<file path="config.mk">
export PLATFORM = sky130hd
export DESIGN_NAME = key_cmd_sched
export DESIGN_NICKNAME = d
export VERILOG_FILES = /design/src/rtl/key_cmd_pkg.sv /design/src/rtl/rr_arbiter.sv /design/src/rtl/key_cmd_sched.sv
export SDC_FILE = /design/constraint.sdc
export NUM_CORES = 1
export LEC_CHECK = 0
export ABC_CLOCK_PERIOD_IN_PS = 3100
export BUFFER_PORTS_ARGS = -buffer_cell sky130_fd_sc_hd__buf_2
export CELL_PAD_IN_SITES_DETAIL_PLACEMENT = 0
export CELL_PAD_IN_SITES_GLOBAL_PLACEMENT = 2
export CORE_ASPECT_RATIO = 0.75
export CORE_UTILIZATION = 42
export CTS_BUF_LIST = sky130_fd_sc_hd__clkbuf_4
export CTS_CLUSTER_SIZE = 12
export DETAILED_ROUTE_END_ITERATION = 7
export PLACE_DENSITY_LB_ADDON = 0.1
export SETUP_SLACK_MARGIN = 0.1
export SYNTH_ARGS = -nofsm -noshare
export SYNTH_HDL_FRONTEND = slang
export SYNTH_HIERARCHICAL = 1
export SYNTH_SLANG_ARGS = --single-unit
</file>
<file path="constraint.sdc">
create_clock -name clk -period 3.1 [get_ports clk]
set_clock_uncertainty 0.15 [all_clocks]
set_input_delay 0.155 -clock clk [delete_from_list [all_inputs] [get_ports clk]]
set_output_delay 0.155 -clock clk [all_outputs]
set_load 0.05 [all_outputs]
</file>
<file path="src/rtl/key_cmd_pkg.sv">
// Shared definitions for the key command scheduler and the board debounce logic.
// Holds the scheduler state encoding, requester bounds and board-clock timing.
package key_cmd_pkg;

  typedef enum logic [1:0] {
    IDLE  = 2'd0,
    ISSUE = 2'd1,
    WAIT  = 2'd2
  } state_t;

  localparam int KEY_NUM_MIN = 2;
  localparam int KEY_NUM_MAX = 16;

  localparam int CLK_FREQ_HZ = 25_000_000;
  localparam int TIMEOUT_MS  = 1000;

  function automatic int cyc_from_ms(input int ms);
    return (CLK_FREQ_HZ / 1000) * ms;
  endfunction

  // One second of board clock; the debounce instances derive their window from the same clock.
  localparam int DEFAULT_TIMEOUT_CYC = cyc_from_ms(TIMEOUT_MS);

endpackage

</file>
<file path="src/rtl/rr_arbiter.sv">
// Combinational round-robin arbiter: grants the first set request at or above ptr,
// wrapping from KEY_NUM-1 back to 0.
module rr_arbiter #(
  parameter int KEY_NUM = 4,
  parameter int CODE_W  = $clog2(KEY_NUM)
) (
  input  logic [KEY_NUM-1:0] req,
  input  logic [CODE_W-1:0]  ptr,
  output logic [CODE_W-1:0]  gnt_idx,
  output logic               gnt_vld
);

  logic [CODE_W-1:0] idx;

  // NOTE: every always_comb output gets a default first so no path leaves it unassigned (no latch).
  always_comb begin
    gnt_idx = '0;
    gnt_vld = 1'b0;
    idx     = '0;
    // Walk from the farthest offset down so the nearest requester is written last and wins.
    for (int k = KEY_NUM - 1; k >= 0; k--) begin
      idx = CODE_W'((int'(ptr) + k) % KEY_NUM);
      if (req[idx]) begin
        gnt_idx = idx;
        gnt_vld = 1'b1;
      end
    end
  end

endmodule

</file>
<file path="src/rtl/key_cmd_sched.sv">
// Latches debounced key presses as pending requests and issues them round-robin,
// one at a time, to the DDR3 traffic engine over valid/ready, waiting on cmd_done.
module key_cmd_sched
  import key_cmd_pkg::*;
#(
  parameter int KEY_NUM     = 4,
  parameter int TIMEOUT_CYC = DEFAULT_TIMEOUT_CYC,
  parameter int CODE_W      = $clog2(KEY_NUM)
) (
  input  logic               clk,
  input  logic               rst_n,
  input  logic [KEY_NUM-1:0] key_pulse,
  output logic               cmd_valid,
  input  logic               cmd_ready,
  output logic [CODE_W-1:0]  cmd_code,
  input  logic               cmd_done,
  output logic               busy,
  output logic [KEY_NUM-1:0] pend,
  output logic               ovf_err,
  output logic               tmo_err,
  input  logic               err_clr
);

  localparam int CNT_W = $clog2(TIMEOUT_CYC);

  state_t              state_q, state_d;
  logic [CODE_W-1:0]   rr_ptr;
  logic [CODE_W-1:0]   gnt_idx;
  logic                gnt_vld;
  logic [CNT_W-1:0]    tmo_cnt;
  logic                grant, handshake, tmo_evt;
  logic [KEY_NUM-1:0]  gnt_mask, drop;

  rr_arbiter #(
    .KEY_NUM (KEY_NUM),
    .CODE_W  (CODE_W)
  ) u_arb (
    .req     (pend),
    .ptr     (rr_ptr),
    .gnt_idx (gnt_idx),
    .gnt_vld (gnt_vld)
  );

  always_comb begin
    state_d   = state_q;
    grant     = 1'b0;
    handshake = 1'b0;
    tmo_evt   = 1'b0;
    unique case (state_q)
      IDLE: begin
        if (gnt_vld) begin
          grant   = 1'b1;
          state_d = ISSUE;
        end
      end
      ISSUE: begin
        // cmd_valid is always high here; cmd_done is deliberately ignored.
        if (cmd_ready) begin
          handshake = 1'b1;
          state_d   = WAIT;
        end
      end
      WAIT: begin
        if (cmd_done) begin
          state_d = IDLE;
        end else if (tmo_cnt == CNT_W'(TIMEOUT_CYC - 1)) begin
          tmo_evt = 1'b1;
          state_d = IDLE;
        end
      end
      default: state_d = IDLE;
    endcase
  end

  // A press on a still-pending key is lost, unless that key is being granted right now.
  always_comb begin
    gnt_mask = '0;
    if (grant) gnt_mask[gnt_idx] = 1'b1;
    drop = key_pulse & pend & ~gnt_mask;
  end

  // NOTE: sequential state uses non-blocking assignments so every register samples pre-edge values.
  always_ff @(posedge clk or negedge rst_n) begin
    if (!rst_n) begin
      state_q <= IDLE;
      busy    <= 1'b0;
    end else begin
      state_q <= state_d;
      busy    <= (state_d != IDLE);
    end
  end

  always_ff @(posedge clk or negedge rst_n) begin
    if (!rst_n) begin
      pend      <= '0;
      rr_ptr    <= '0;
      cmd_code  <= '0;
      cmd_valid <= 1'b0;
      tmo_cnt   <= '0;
      ovf_err   <= 1'b0;
      tmo_err   <= 1'b0;
    end else begin
      pend <= (pend & ~gnt_mask) | key_pulse;

      if (grant) begin
        cmd_code <= gnt_idx;
        rr_ptr   <= (gnt_idx == CODE_W'(KEY_NUM - 1)) ? '0 : gnt_idx + CODE_W'(1);
      end

      if (grant)          cmd_valid <= 1'b1;
      else if (handshake) cmd_valid <= 1'b0;

      if (handshake)            tmo_cnt <= '0;
      else if (state_q == WAIT) tmo_cnt <= tmo_cnt + CNT_W'(1);

      // Set events take priority over a simultaneous clear.
      if (|drop)        ovf_err <= 1'b1;
      else if (err_clr) ovf_err <= 1'b0;

      if (tmo_evt)      tmo_err <= 1'b1;
      else if (err_clr) tmo_err <= 1'b0;
    end
  end

endmodule

</file>
# Yosys cells after proc, flatten, opt, wreduce, memory -nomap -nowiden
# Cells that the tools add are included.
[word_totals]
ff_bits = 39
output_inout_bits = 10
word_cells = 76
[classes]
addsub = 5
magnitude_cmp = 6
eq_ne = 4
mux = 39
n_bitwise = 5
reduce_logical = 8
[ops]
columns = ["operator", "count"]
rows = [
  ["25-bit two-way mux", 2],
  ["25-bit by 1-bit adder with 25-bit output (second input constant)", 1],
  ["25-bit == test (second input constant)", 1],
  ["1-bit two-way mux", 21],
  ["2-bit two-way mux", 9],
  ["2-bit by 3-bit < comparator with 1-bit output (second input constant)", 5],
  ["4-bit AND", 3],
  ["2-bit nonzero test", 5],
  ["1-bit binary-select mux with 2-bit select", 4],
  ["2-bit case mux with 3 select lines", 1],
  ["2-bit by 1-bit adder with 2-bit output (second input constant)", 2],
  ["2-bit adder (second input constant)", 2],
  ["2-bit == test (second input constant)", 2],
  ["4-bit two-way mux", 1],
  ["4-bit NOT", 1],
  ["4-bit OR", 1],
  ["4-bit OR reduction", 1],
  ["1-bit demux with 2-bit select", 1],
  ["2-bit by 1-bit == test with 1-bit output (second input constant)", 1],
  ["2-bit by 1-bit greater-or-equal comparator with 1-bit output (second input constant)", 1],
  ["2-bit zero test", 1],
  ["1-bit logical AND", 1],
]

# Depth between registers and ports, before layout
[depth]
depth_word = 16
depth_mapped = 8

# Modules after synthesis
# Netlist, hierarchy kept.
[by_module_without_submodules]
columns = ["module", "instances", "cells_per_inst", "area_per_inst_um2", "seq_area_each_um2"]
rows = [
  ["key_cmd_sched", 1, 186, 1953.1, 975.9],
  ["rr_arbiter", 1, 13, 77.6, 0.0],
]

# Least setup slack after synthesis
# OpenSTA, ideal clock, no wires.
[synth_timing]
path_kind = "register -> register"
start = "register pend[3]"
end = "register rr_ptr[1]"
setup_time_ps = 125
t_arrival_ps = 1822
required_time_ps = 2825
slack_ps = 1003
path_stages_with_launch = 6
n_path_buf = 0
period_less_slack_ps = 2097
path_cell_list = "dfrtp_1 mux2i_1 a211oi_2 inv_1 ha_1 mux2_2"
[synth_via]
elab_chain_len = 8
elab_cells_between_ends = 21
[synth_lines]
columns = ["element", "line", "text"]
rows = [
  ["from (decl)", "key_cmd_sched.sv:18", "output logic [KEY_NUM-1:0] pend,"],
  ["from (signal assigned)", "key_cmd_sched.sv:103", "pend <= (pend & ~gnt_mask) | key_pulse;"],
  ["1-bit binary-select mux with 2-bit select", "rr_arbiter.sv:23", "if (req[idx]) begin"],
  ["1-bit two-way mux (not written as such)", "rr_arbiter.sv:23", ""],
  ["2-bit two-way mux (3 in a row)", "rr_arbiter.sv:23", ""],
  ["2-bit two-way mux *", "rr_arbiter.sv:23", ""],
  ["net gnt_idx[0]", "key_cmd_sched.sv:28", "logic [CODE_W-1:0] gnt_idx;"],
  ["2-bit by 1-bit adder with 2-bit output or 2-bit == test (tied branches)", "key_cmd_sched.sv:107", "rr_ptr <= (gnt_idx == CODE_W'(KEY_NUM - 1)) ? '0 : gnt_idx + CODE_W'(1);"],
  ["2-bit two-way mux *", "key_cmd_sched.sv:107", ""],
  ["to (signal assigned)", "key_cmd_sched.sv:107", ""],
  ["to (decl)", "key_cmd_sched.sv:27", "logic [CODE_W-1:0] rr_ptr;"],
]
# The timed path passes the listed nets; every way through them passes the cells marked *. The select of a mux whose other input is x is not followed.
# A chain may end at the register's enable or synchronous reset.

# Worst setup path after layout
[layout_timing]
start = "register tmo_cnt[9]"
end = "register busy"
[layout_via]
elab_chain_len = 5
[layout_lines]
columns = ["element", "line", "text"]
rows = [
  ["from (decl)", "key_cmd_sched.sv:30", "logic [CNT_W-1:0] tmo_cnt;"],
  ["from (signal assigned)", "key_cmd_sched.sv:114", "else if (state_q == WAIT) tmo_cnt <= tmo_cnt + CNT_W'(1);"],
  ["25-bit == test", "key_cmd_sched.sv:66", "end else if (tmo_cnt == CNT_W'(TIMEOUT_CYC - 1)) begin"],
  ["2-bit two-way mux", "key_cmd_sched.sv:66", ""],
  ["2-bit two-way mux", "key_cmd_sched.sv:64", "if (cmd_done) begin"],
  ["2-bit case mux with 3 select lines", "key_cmd_sched.sv:49", "unique case (state_q)"],
  ["2-bit nonzero test", "key_cmd_sched.sv:89", "busy <= (state_d != IDLE);"],
  ["to (signal assigned)", "key_cmd_sched.sv:89", ""],
  ["to (decl)", "key_cmd_sched.sv:17", "output logic busy,"],
]
# Every way passes these cells.

==> impl_metrics.ini <==
[outcome]
status = completed

[detailed_routing]
drtIter0Drc = 132
vias = 1554
wire_per_inst_um = 14.9
drc_errors = 0
dr_wl_met2_mm = 1.74
dr.pass1.iters = 4
via_per_inst = 5.49
ant_nets = 0
routed-wl-met3_um = 164
wl_met1_mm = 2.27
routed.top_layer = met4
wl_mm = 4.21

[sta]
tns_ps = 0
final_max_slew_viol_count = 0
finalHoldViolations = 0
fmax_mhz = 452
worst_pin_slew_ps = 884
min_period_ps = 2210
period_share_pct = 71.3
maxSlewHeadroom_pct = 41.0
setup_viol = 0
rsz0062_at_grt = no

[floorplan]
die_area_mm2 = 0.00512
row_count = 21
ioPinCount = 19
dieWidth_um = 82.3
dieHeight_um = 62.2
initial_core_util_pct = 44.7
coreArea_mm2 = 0.00455

[clock_tree]
cts_sinks = 39
numCtsBuffers = 5
cts_tree = yes
clock_path_buffers = 2
h-tree-depth = 2
cts.clk_slew.worst_paths_ps = 120
insertion_delay_ps = 340
cts-resized-gates = 0
root_buffer = clkbuf_4

[placement]
post_dp_cell_area_mm2 = 0.00215
dp.final_hpwl_mm = 2.89
gp_routability_congestion = 0.793
portBuffers = 18

[global_route]
antenna_found_initial = 0
grt_usage_pct = 18.8
grt_pass1_wl_mm = 7.35
grt_max_degree = 40
grt_overflow = 0
first_global_vias = 1506

[final_layout]
syn_to_final_growth_pct = 12.5
final_common_cell = dfrtp_1
multiInputGateArea_um2 = 995
fillers = 430
final_area_mm2 = 0.00228
final_net_count = 239
final_cell_mix = dfrtp_1, nand2_1, mux2i_1
ff_latch_area_um2 = 976
drive_above_1_share_pct = 16.8
n_antenna_cell = 0

[yosys]
synth_flop_cell = dfrtp_1
synthesis.nets = 213
yosys_warnings = 6
async_flop_share_pct = 100
synth.avg_cell_area_um2 = 10.2
synth-edff-count = 0
netlist_instances = 199
netlist_area_mm2 = 0.00203
yosysSeqAreaShare_pct = 48.1
ys_seq_elements = 39
synth_cell_type_count = 42

[worst_setup_path]
cp.required_ps = 3160
setup.worst_path.end_class = register
crit_type = reg -> reg
crit_path_max_fanout = 6
critical_path_arrival_ps = 2270
cp-start-kind = register

[pwr]
power.density_mw_per_mm2 = 703
ir_drop_v = 0.000522
finalPower_w = 0.00161
p_leak_nw = 1.10

[hold_path]
hp-class = in -> async

[job]
maxCapViolCount = 0
-- state kept, by name, summed over array words and instances, names as in the netlist --
name       count
rr_ptr         2
tmo_cnt       25
pend           4
busy           1
ovf_err        1
state_q        2
tmo_err        1
cmd_valid      1
cmd_code       2
-- critical path, stage by stage, from the launching register on --
cell      delay, ps
dfrtp_1         460
or4b_1          550
or4_4           540
o31ai_2         280
nand3b_1        100
-- final timing paths --
| kind | from | endpoint | slack (ps) | cells past startpoint |
|---|---|---|---|---|
| min in group clk | tmo_cnt[20] | tmo_cnt[20] | 330 | 1 |
| hold / removal | rst_n | tmo_cnt[1] | 300 | 2 |
| setup / recovery | tmo_cnt[9] | busy | 890 | 4 |
| setup reg to reg | tmo_cnt[9] | busy | 890 | 4 |
| hold reg to reg | tmo_cnt[20] | tmo_cnt[20] | 330 | 1 |
| max in group asynchronous | rst_n | tmo_cnt[18] | 1930 | 2 |
-- per-stage QoR --
| step | hold slack, ps | utilization (%) | worst slack (ps) | std cells |
|---|---|---|---|---|
| after floorplan | -291 | - | 1000 | 199 |
| after global placement | 163 | 47.2 | 955 | 267 |
| after detailed placement | 181 | 47.2 | 931 | 267 |
| after CTS | 333 | 50.3 | 900 | 283 |
| after global routing | 354 | 50.3 | 800 | 283 |
| final | 301 | 50.3 | 889 | 283 |
-- Yosys cell counts (2+ instances only) --
| cell type | count | area, um2 |
|---|---|---|
| clkbuf_1 | 4 | 15.0 |
| ha_1 | 5 | 62.6 |
| or4b_1 | 2 | 20.0 |
| a21o_1 | 5 | 37.5 |
| dfrtp_1 | 39 | 976 |
| buf_6 | 2 | 22.5 |
| inv_1 | 4 | 15.0 |
| a21oi_1 | 3 | 15.0 |
| nand3b_1 | 2 | 15.0 |
| nor2_1 | 9 | 33.8 |
| o21ai_0 | 7 | 35.0 |
| and4_1 | 4 | 35.0 |
| and3_2 | 2 | 15.0 |
| nand4_1 | 9 | 56.3 |
| and3_1 | 2 | 12.5 |
| mux2i_1 | 19 | 190 |
| nand2b_1 | 3 | 18.8 |
| nand3_1 | 12 | 60.1 |
| mux2_2 | 4 | 45.0 |
| nor3_1 | 3 | 15.0 |
| and2_1 | 2 | 12.5 |
| nand2_1 | 36 | 135 |
| nor2b_1 | 2 | 12.5 |
-- routing by layer --
layer	vias up	global-route usage, %
met1	750	29.2
met2	25	25.9
met3	4	4.56
met5	-	0
li1	775	-
met4	0	4.61
-- power breakdown --
part	internal (W)	switching, W
registers	0.000595	0.0000965
clock network	0.000106	0.000169
logic	0.000221	0.000419
total	0.000922	0.000684
-- cell families after synthesis --
| kind of cell | count (synthesis) | synth area share [%] |
|---|---|---|
| compound gates | 25 | 8.81 |
| xor+xnor | 1 | 0.431 |
| fa+ha+maj | 5 | 3.08 |
| buf+inv | 11 | 2.96 |
| flops | 39 | 48.1 |
| mux | 23 | 11.6 |
| simple gates | 95 | 25.1 |
-- area by class of cell --
type                       instances  share of cell area, %
clock buffer                       7                   2.30
clock inverter                     1                  0.219
inverter                           4                  0.657
multi-input combinational        149                   43.5
sequential                        39                   42.7
tap                               57                   3.12
timing repair buffer              26                   7.45
-- repair_timing --
| action | in CTS | in global routing |
|---|---|---|
| hold endpoints to repair | 48 | 0 |
| buffers inserted | 0 | 0 |
| hold buffers | 8 | 0 |
| endpoints found under the setup margin | 0 | 0 |
No activity file was read; power rests on OpenSTA's default activity.
